==> src/rtl/imem_loader.sv <==
// Instruction-memory loader: packs a little-endian byte stream into 32-bit words
// and writes them to consecutive word addresses starting at 0, holding the core via busy.
module imem_loader #(
  parameter int unsigned DEPTH_WORDS = 64,
  parameter int unsigned LEN_W       = 7
) (
  input  logic             clk,
  input  logic             reset,
  input  logic             start,
  input  logic [LEN_W-1:0] len,
  input  logic             in_valid,
  input  logic [7:0]       in_data,
  output logic             in_ready,
  output logic             mem_we,
  output logic [31:0]      mem_addr,
  output logic [31:0]      mem_wdata,
  output logic             busy,
  output logic             done,
  output logic             error
);

  typedef enum logic [1:0] {
    S_IDLE    = 2'd0,
    S_COLLECT = 2'd1,
    S_WRITE   = 2'd2,
    S_DONE    = 2'd3
  } state_t;

  state_t           state_q, state_d;
  logic [LEN_W-1:0] len_q, len_d;
  logic [LEN_W-1:0] word_idx_q, word_idx_d;
  logic [1:0]       byte_cnt_q, byte_cnt_d;
  logic [31:0]      word_q, word_d;
  logic             in_ready_q, in_ready_d;
  logic             mem_we_q, mem_we_d;
  logic [31:0]      mem_addr_q, mem_addr_d;
  logic [31:0]      mem_wdata_q, mem_wdata_d;
  logic             busy_q, busy_d;
  logic             done_q, done_d;
  logic             error_q, error_d;
  logic             xfer;

  assign xfer = in_valid && in_ready_q;

  // Next-state and registered-output computation; outputs follow the next state.
  always_comb begin
    state_d     = state_q;
    len_d       = len_q;
    word_idx_d  = word_idx_q;
    byte_cnt_d  = byte_cnt_q;
    word_d      = word_q;
    mem_we_d    = 1'b0;
    mem_addr_d  = mem_addr_q;
    mem_wdata_d = mem_wdata_q;
    error_d     = 1'b0;

    case (state_q)
      S_IDLE: begin
        if (start) begin
          if (len == LEN_W'(0) || len > LEN_W'(DEPTH_WORDS)) begin
            error_d = 1'b1;
          end else begin
            len_d      = len;
            word_idx_d = LEN_W'(0);
            byte_cnt_d = 2'd0;
            word_d     = 32'd0;
            state_d    = S_COLLECT;
          end
        end
      end
      S_COLLECT: begin
        if (xfer) begin
          word_d[{byte_cnt_q, 3'b000} +: 8] = in_data;
          byte_cnt_d = byte_cnt_q + 2'd1;
          if (byte_cnt_q == 2'd3) begin
            // Fourth byte goes straight into the write data, so the write issues next cycle.
            state_d     = S_WRITE;
            mem_we_d    = 1'b1;
            mem_addr_d  = 32'({word_idx_q, 2'b00});
            mem_wdata_d = {in_data, word_q[23:0]};
          end
        end
      end
      S_WRITE: begin
        if (word_idx_q == len_q - LEN_W'(1)) begin
          state_d = S_DONE;
        end else begin
          word_idx_d = word_idx_q + LEN_W'(1);
          state_d    = S_COLLECT;
        end
      end
      S_DONE: begin
        state_d = S_IDLE;
      end
      default: begin
        state_d = S_IDLE;
      end
    endcase

    in_ready_d = (state_d == S_COLLECT);
    busy_d     = (state_d == S_COLLECT) || (state_d == S_WRITE);
    done_d     = (state_d == S_DONE);
  end

  always_ff @(posedge clk) begin
    if (reset) begin
      state_q     <= S_IDLE;
      len_q       <= '0;
      word_idx_q  <= '0;
      byte_cnt_q  <= 2'd0;
      word_q      <= 32'd0;
      in_ready_q  <= 1'b0;
      mem_we_q    <= 1'b0;
      mem_addr_q  <= 32'd0;
      mem_wdata_q <= 32'd0;
      busy_q      <= 1'b0;
      done_q      <= 1'b0;
      error_q     <= 1'b0;
    end else begin
      state_q     <= state_d;
      len_q       <= len_d;
      word_idx_q  <= word_idx_d;
      byte_cnt_q  <= byte_cnt_d;
      word_q      <= word_d;
      in_ready_q  <= in_ready_d;
      mem_we_q    <= mem_we_d;
      mem_addr_q  <= mem_addr_d;
      mem_wdata_q <= mem_wdata_d;
      busy_q      <= busy_d;
      done_q      <= done_d;
      error_q     <= error_d;
    end
  end

  assign in_ready  = in_ready_q;
  assign mem_we    = mem_we_q;
  assign mem_addr  = mem_addr_q;
  assign mem_wdata = mem_wdata_q;
  assign busy      = busy_q;
  assign done      = done_q;
  assign error     = error_q;

endmodule
==> config.mk <==
export PLATFORM = sky130hd
export DESIGN_NAME = imem_loader
export DESIGN_NICKNAME = d
export VERILOG_FILES = /design/src/rtl/imem_loader.sv
export SDC_FILE = /design/constraint.sdc
export NUM_CORES = 1
export LEC_CHECK = 0
export CAP_MARGIN = 40
export CORE_ASPECT_RATIO = 0.9
export CORE_MARGIN = 2
export CORE_UTILIZATION = 50
export CTS_CLUSTER_SIZE = 40
export DETAILED_ROUTE_END_ITERATION = 8
export PLACE_DENSITY_LB_ADDON = 0.15
export SYNTH_ARGS = -nofsm -noshare
export SYNTH_HDL_FRONTEND = slang
export SYNTH_SLANG_ARGS = --single-unit
==> constraint.sdc <==
create_clock -name clk -period 3.4 [get_ports clk]
set_clock_uncertainty 0.1 [all_clocks]
set_input_delay 1.02 -clock clk [delete_from_list [all_inputs] [get_ports clk]]
set_output_delay 1.02 -clock clk [all_outputs]
set_load 0.01 [all_outputs]
# Word level (Yosys, flattened, before mapping)
# Cells that the tools add are included.
# Widths: inputs -> output; s select.
# totals
input_bits	19
output_inout_bits	69
word_cells	70
reg_bits	94
# classes
reduce_logical	13
n_shift	2
muxes	21
addsub	4
eq_ne	12
n_lt_le_gt_ge	1
bitwise_logic	5
# ops
operator	n
$mux 32	3
$pmux 32 s2	1
$bwmux 32	1
$shift 8x7->32 const A	1
$shiftx 8x7->32	1
$mux 7	3
$mux 2	8
$pmux 7 s2	1
$eq 2x2->1 const B	5
$ne 2x2->1 const B	4
$pmux 2 s4	1
$reduce_and 4->1	2
$add 7x1->7 const B	1
$eq 7x7->1	1
$gt 7x7->1 const B	1
$logic_not 7->1	1
$neg 5->7	1
$sub 7x1->7 const B	1
$reduce_and 3->1	2
$reduce_or 3->1	2
$not 1->1	5
$eq 2x1->1 const B	2
$pmux 2 s2	1
$reduce_bool 2->1	2
other kinds (5)	7

# Logic depth before layout (Yosys ltp)
# Gate-level depths: netlist (run 1).
# logic_depth
depth_word	7
mapped_depth	9
ltp_nobuf	9

# Worst setup path after synthesis (run 1)
# No wires, ideal clock.
# synth_path
path_type	input port to flip-flop
startpoint	input port len[1]
endpoint	register busy_q (netlist: busy)
path_stages	7
required_time_ns	3.174
path_slack_ns	0.457
setup_ns	0.126
arrival_time_ns	2.717
path_buffers	1
cell_sequence	or4_4 > or4_1 > buf_2 > a31oi_1 > o21ai_0 > ha_1 > nor2_1
# synth_between
elab_chain_len	7
word_cells_on_any_way	9
classes_between	order compare (1); eq/ne (2); mux (3); reduce/logical (3)
# synth_rtl
element	line_no	text
start: declaration	10	input logic [LEN_W-1:0] len,
$gt 7x7->1 / $logic_not 7->1 (equally long branches)	60	if (len == LEN_W'(0) || len > LEN_W'(DEPTH_WORDS)) begin
$logic_or 1x1->1 (*)	60	
$mux 2 (*)	60	
$mux 2 (*)	59	if (start) begin
$pmux 2 s4 (*)	57	case (state_q)
via state_d[0]	29	state_t state_q, state_d;
$eq 2x1->1 / $eq 2x2->1 (equally long branches)	101	busy_d = (state_d == S_COLLECT) || (state_d == S_WRITE);
$logic_or 1x1->1 (*)	101	
end signal: assignment	129	busy_q <= busy_d;
end: declaration	38	logic busy_q, busy_d;
# The timed path passes the listed nets; every way through them passes the cells marked *.
# A chain may end at the register's enable or synchronous reset.

# Worst setup path after layout (run 1)
# layout_path
startpoint	input port len[1]
endpoint	register word_q[11]
# layout_between
elab_chain_len	4
word_cells_on_any_way	5
classes_between	order compare (1); eq/ne (1); reduce/logical (3)
# layout_rtl
element	line_no	text
$gt 7x7->1 / $logic_not 7->1 (equally long branches)	60	
$logic_or 1x1->1 (*)	60	
$ne 2x2->1 (no line) (*)	-	
$reduce_and 4->1 (no line) (*)	-	
end signal: assignment	124	word_q <= word_d;
end: declaration	33	logic [31:0] word_q, word_d;
# Every way passes the cells marked *; elsewhere a longest branch is shown, timed or not.

==> flow_summary.toml, run 1 <==
[sta]
finalHoldViolations = 0
final_worst_path_cycle_share_pct = 94.3
worst_hold_slack_ps = 354
finalSetupViolCount = 0
rsz0062_at_grt = "false"
clock.fmax_ghz = 0.312
fin_setup_tns_ps = 0
timing_worst_slew_pin_value_ps = 540
max-slew-margin-rel_pct = 63.9
timing_max_transition_violations_final = 0
layout_min_cycle_time_ps = 3210

[layout]
syn2layout_area_growth_pct = 21.8
regArea_um2 = 1720
layout.cells.most_common_list = "89 x sky130_fd_sc_hd__nand2_1, 86 x sky130_fd_sc_hd__dfxtp_1, 67 x sky130_fd_sc_hd__a21oi_1"
multi_input_comb_area_um2 = 1860
most_common_cell_after_layout_fill_and_taps_aside = "sky130_fd_sc_hd__nand2_1"
n_fill_cell = 672
num-nets-final = 543
num_antenna_cells = 0
drive_gt1_share_pct = 7.88

[cts]
numCtsBuffers = 9
clock_insertion_delay_worst_skew_ps = 350
cts.htree.levels = 3
cts-root-to-sink-buffers = 2
cts_tree = "yes"
postCtsHoldBufs = 0
clk_transition_reported_paths_ps = 80
post-cts-setup-buffers = 0
cts_resized = 0
clockRootBuffer = "sky130_fd_sc_hd__clkbuf_8"
numClockSinks = 86

[floorplan]
dieWidth_um = 96.2
die_y_um = 87.0
floorplan.io_pins = 88
placementRows = 30
floorplan.initialDensity_pct = 51.2
area_of_the_die_um2 = 8370
core_area_um2 = 7470

[synthesis]
synth_top_area_share_pct = 45.0
synth_async_sr_flop_share_pct = 0
synth.distinct_cells = 43
synth_edf_count = 0
yosysWarningCount = 0
netlist_area_um2 = 3830
synth_area_leader_cell = "sky130_fd_sc_hd__dfxtp_1"
ys_seq_elements = 86
synth_ff_type = "sky130_fd_sc_hd__dfxtp_1"
post_synth_main_area_contributors = "sky130_fd_sc_hd__dfxtp_1 45%, sky130_fd_sc_hd__a21oi_1 8.8%, sky130_fd_sc_hd__nand2_1 8.7%"
synthesis.instances = 457
synth_sequential_area_ratio_pct = 45.0
synth.avg_cell_area_um2 = 8.37

[placed_design]
buffer_ports.inserted = 62
hpwlAfterDp_um = 5860
place_congestion = 0.829

[setup_path]
endpoint_kind = "flop"
critPathArrivalTime_ps = 3380
timing.critical_path.required_ps = 3570
timing.rr.start = "len_q[0]$_SDFFE_PP0P_"
critPathKind = "in -> reg"
setup.worst_path.start = "len[1]"
critPathMaxFanout = 24
startpoint_type = "input pin"

[drt]
num_vias = 3281
drt_pre_antenna_iters = 4
route.detailed.wl_per_inst_um = 13.8
detail_route.vias_per_cell = 5.33
route.detailed.drc = 0
routed_wirelength_um = 8530
drt_first_iter_violations = 155
detail-route-antenna-nets = 0

[pwr]
power-per-cell-area_nw_per_um2 = 402
p_leak_uw = 0.00167
vdd_drop_max_v = 0.000290

[worst_hold_path]
timing.hold.worst.class = "reg -> reg"
hold_path.startpoint = "mem_addr[7]$_SDFFE_PP0P_"

[global_route]
number_of_antenna_violations_at_the_first_check_in_global_routing = 0
maximum_number_of_pins_on_one_net_before_global_route_repair = 32
wire_length_of_the_first_global_routing_pass_um = 14000
grt_pass1_vias = 2922
global_route.overflow_total = 0
groute.usage.overall_pct = 21.4

[status]
status = "complete, no violations"

[flow_run]
maxCapViolations = 0
==> state kept, by name (all words and copies together), names as in the netlist <==
register    flops
mem_wdata      32
byte_cnt_q      2
word_idx_q      7
mem_we          1
busy            1
in_ready        1
len_q           7
word_q         24
error           1
mem_addr        7
state_q         2
done            1
==> cell families after synthesis <==
group,synth area share [%]
and+or+nand+nor,21.6
AOI/OAI and AO/OA,16.3
DFF,45.0
buffers and inverters,8.93
muxes,3.70
adders and majority gates,2.62
xor gates and xnor gates,1.83
other,0.0980
==> final cells by class <==
class	instances	share of cell area, %
multi-input combinational	335	39.8
sequential	86	36.9
timing repair buffer	78	16.3
clock buffer	11	2.82
tap	96	2.58
clock inverter	4	1.05
inverter	6	0.483
==> power breakdown <==
group | switching (µW) | internal (µW) | leakage, µW | total, µW
Sequential | 8.95 | 1020 | 0.000694 | 1020
Combinational | 103 | 68.1 | 0.000882 | 171
Clock | 346 | 335 | 0.0000931 | 681
==> worst max-delay path, stage by stage <==
cell and delay (ps):
sky130_fd_sc_hd__clkdlybuf4s50_1 430, sky130_fd_sc_hd__or4_4 550, sky130_fd_sc_hd__buf_4 150, sky130_fd_sc_hd__o31ai_4 280
sky130_fd_sc_hd__a31o_2 540, sky130_fd_sc_hd__nand4_1 190, sky130_fd_sc_hd__a21oi_1 210
==> routing by layer <==
| metal | up-vias | wire length [µm] | track usage (%) | share of wire (%) |
|---|---|---|---|---|
| li1 | 1644 | - | - | - |
| met1 | 1529 | 4060 | 29.7 | 48 |
| met2 | 100 | 3780 | 32.4 | 44 |
| met3 | 8 | 594 | 6.15 | 7.0 |
| met4 | 0 | 91 | 5.97 | 1.1 |
| met5 | - | 0 | 0 | 0 |
==> synthesized netlist by cell type (5+ instances only) <==
cell,n
sky130_fd_sc_hd__mux2i_1,13
sky130_fd_sc_hd__nand2b_1,12
sky130_fd_sc_hd__o21ai_0,25
sky130_fd_sc_hd__xor2_1,5
sky130_fd_sc_hd__nand2_1,89
sky130_fd_sc_hd__ha_1,8
sky130_fd_sc_hd__nor2_1,19
sky130_fd_sc_hd__nand4_1,26
sky130_fd_sc_hd__buf_4,26
sky130_fd_sc_hd__nand3_1,7
sky130_fd_sc_hd__a21oi_1,67
sky130_fd_sc_hd__inv_1,6
sky130_fd_sc_hd__buf_1,6
sky130_fd_sc_hd__nor2b_1,5
sky130_fd_sc_hd__clkbuf_1,17
sky130_fd_sc_hd__dfxtp_1,86
==> worst paths after layout <==
kind / endpoint / slack, ps / cells past startpoint
worst max-delay path: word_q[11]$_SDFFE_PP0P_ / 190 / 7
worst min register to register: mem_addr[7]$_SDFFE_PP0P_ / 350 / 2
worst max register to register: busy$_SDFF_PP0_ / 970 / 8
worst min-delay path: mem_addr[7]$_SDFFE_PP0P_ / 350 / 2
==> through the flow <==
| step | power [µW] | instances | util (%) | setup slack, ps | cell area, µm² |
|---|---|---|---|---|---|
| after CTS | 1890 | 616 | 62.4 | 260 | 4660 |
| after detailed placement | 1220 | 601 | 60.0 | -86.7 | 4480 |
| after floorplan | 1170 | 481 | - | 457 | 3920 |
| after global routing | 1950 | 616 | 62.4 | 134 | 4660 |
| after global placement | 1210 | 601 | 60.0 | -42.5 | 4480 |
| final | 1880 | 616 | 62.4 | 194 | 4660 |
Note: power is estimated with default switching activity, not from simulation.
==> run 2: changes to the inputs <==
- CORE_MARGIN: 2 -> default
- TNS_END_PERCENT: default -> 30
==> flow_summary.toml, run 2 (synthesized netlist as in run 1, its figures left out) <==
[worst_hold_path]
timing.hold.worst.class = "reg -> reg"

[global_route]
wire_length_of_the_first_global_routing_pass_um = 14000
grt_pass1_vias = 2968
groute.usage.overall_pct = 22.2
busiest_layer = "met2"
global_route.overflow_total = 0
gr-usage-met3_pct = 6.54
grt_use_met1_pct = 29.8
grt_util_met2_pct = 35.1
number_of_antenna_violations_at_the_first_check_in_global_routing = 0
maximum_number_of_pins_on_one_net_before_global_route_repair = 42

[floorplan]
placementRows = 29
floorplan.io_pins = 88
dieWidth_um = 94.2
floorplan.initialDensity_pct = 53.0
core_area_um2 = 7220
area_of_the_die_um2 = 8010
die_y_um = 85.0

[cts]
cts_tree = "yes"
clk_transition_reported_paths_ps = 80
cts-root-to-sink-buffers = 2
clockRootBuffer = "sky130_fd_sc_hd__clkbuf_8"
cts.htree.levels = 3
clock_insertion_delay_worst_skew_ps = 350
numClockSinks = 86
numCtsBuffers = 9
cts_resized = 0
post-cts-setup-buffers = 0
postCtsHoldBufs = 0

[layout]
syn2layout_area_growth_pct = 22.5
layout.cells.most_common_list = "89 x sky130_fd_sc_hd__nand2_1, 86 x sky130_fd_sc_hd__dfxtp_1, 67 x sky130_fd_sc_hd__a21oi_1"
most_common_cell_after_layout_fill_and_taps_aside = "sky130_fd_sc_hd__nand2_1"
n_fill_cell = 638
drive_gt1_share_pct = 7.71
num-nets-final = 542
largest_reg_flops = 32
finish.instance_area_um2 = 4690
num_antenna_cells = 0

[pwr]
intPower_uw = 1490
power.share.switching_pct = 23.1
vdd_drop_max_v = 0.000323
p_leak_uw = 0.00168
power-per-cell-area_nw_per_um2 = 415
power.sequential.fraction_pct = 52.8
pwr-share-comb_pct = 8.8
power_frac_clock_pct = 38.5
power_switching_uw = 450
pnr_total_power_uw = 1940

[sta]
rsz0062_at_grt = "false"
timing_max_transition_violations_final = 0
finalHoldViolations = 0
layout_min_cycle_time_ps = 3150
final.setup.worst_slack_ps = 247
final_worst_path_cycle_share_pct = 92.7
clock.fmax_ghz = 0.317
finalSetupViolCount = 0
timing_worst_slew_pin_value_ps = 565
fin_setup_tns_ps = 0
max-slew-margin-rel_pct = 62.2

[placed_design]
place_congestion = 0.791
postPlaceCellArea_um2 = 4480
buffer_ports.inserted = 62
dp_slack_ps = -93.8
hpwlAfterDp_um = 5820

[setup_path]
critPathKind = "in -> reg"
critPathArrivalTime_ps = 3270
endpoint_kind = "flop"
startpoint_type = "input pin"
timing.critical_path.required_ps = 3520
critPathMaxFanout = 24

[drt]
drt_pre_antenna_iters = 4
routed_wirelength_um = 8360
num_vias = 3254
detail-route-antenna-nets = 0
detail_route.vias_per_cell = 5.32
route.detailed.wl_per_inst_um = 13.7
route.detailed.drc = 0
drt_first_iter_violations = 187

[status]
status = "complete, no violations"

[flow_run]
maxCapViolations = 0
## run 2: cell count changes in the layout (fill, tap and decap cells not counted), sizes merged
| cell | previous run | this run |
|---|---|---|
| clkinv | 3 | 1 |
| bufinv | 1 | 2 |
| clkinvlp | 0 | 1 |
| buf | 17 | 16 |
## run 2: per-layer routing
layer  vias up  part of all wire [%]
li1       1629                     -
met1      1513                    48
met2       103                    44
met3         9                   7.1
met4         0                   1.3
met5         -                     0
## run 2: power groups by stage
stage	sequential (µW)	combinational, µW	clock (µW)
after floorplan	1050	125	0
after global placement	1050	165	0
after detailed placement	1050	169	0
after CTS	1020	169	763
after global routing	1030	186	809
final	1020	170	747
## run 2: per-stage QoR
| stage | util [%] | hold slack (ps) | cells |
|---|---|---|---|
| after floorplan | - | 328 | 481 |
| after global placement | 62.1 | 339 | 597 |
| after detailed placement | 62.1 | 345 | 597 |
| after CTS | 64.9 | 352 | 612 |
| after global routing | 64.9 | 376 | 612 |
| final | 64.9 | 355 | 612 |
## run 2: critical path, cell delays in order
cell	delay, ps
sky130_fd_sc_hd__clkdlybuf4s50_1	430
sky130_fd_sc_hd__or4_4	560
sky130_fd_sc_hd__or4_1	430
sky130_fd_sc_hd__buf_4	180
sky130_fd_sc_hd__a31o_2	390
sky130_fd_sc_hd__nand4_1	170
sky130_fd_sc_hd__a21oi_1	80
## run 2: path summary, 6_finish.rpt
kind | from | depth (start not counted) | slack [ps] | endpoint
worst max register to register | len_q[0]$_SDFFE_PP0P_ | 8 | 950 | busy$_SDFF_PP0_
worst min-delay path | mem_wdata[19]$_SDFFE_PP0P_ | 2 | 350 | mem_wdata[19]$_SDFFE_PP0P_
worst min register to register | mem_wdata[19]$_SDFFE_PP0P_ | 2 | 350 | mem_wdata[19]$_SDFFE_PP0P_
worst max-delay path | len[1] | 7 | 250 | word_q[13]$_SDFFE_PP0P_
## run 2: area by class of cell
| type | count | area [µm²] | area share [%] |
|---|---|---|---|
| clock buffers | 11 | 131 | 2.80 |
| clock inverters | 4 | 72.6 | 1.55 |
| inverters | 6 | 22.5 | 0.481 |
| multi-input cells | 335 | 1860 | 39.6 |
| flip-flops and latches | 86 | 1720 | 36.7 |
| well taps | 93 | 116 | 2.48 |
| repair buffers | 77 | 766 | 16.3 |
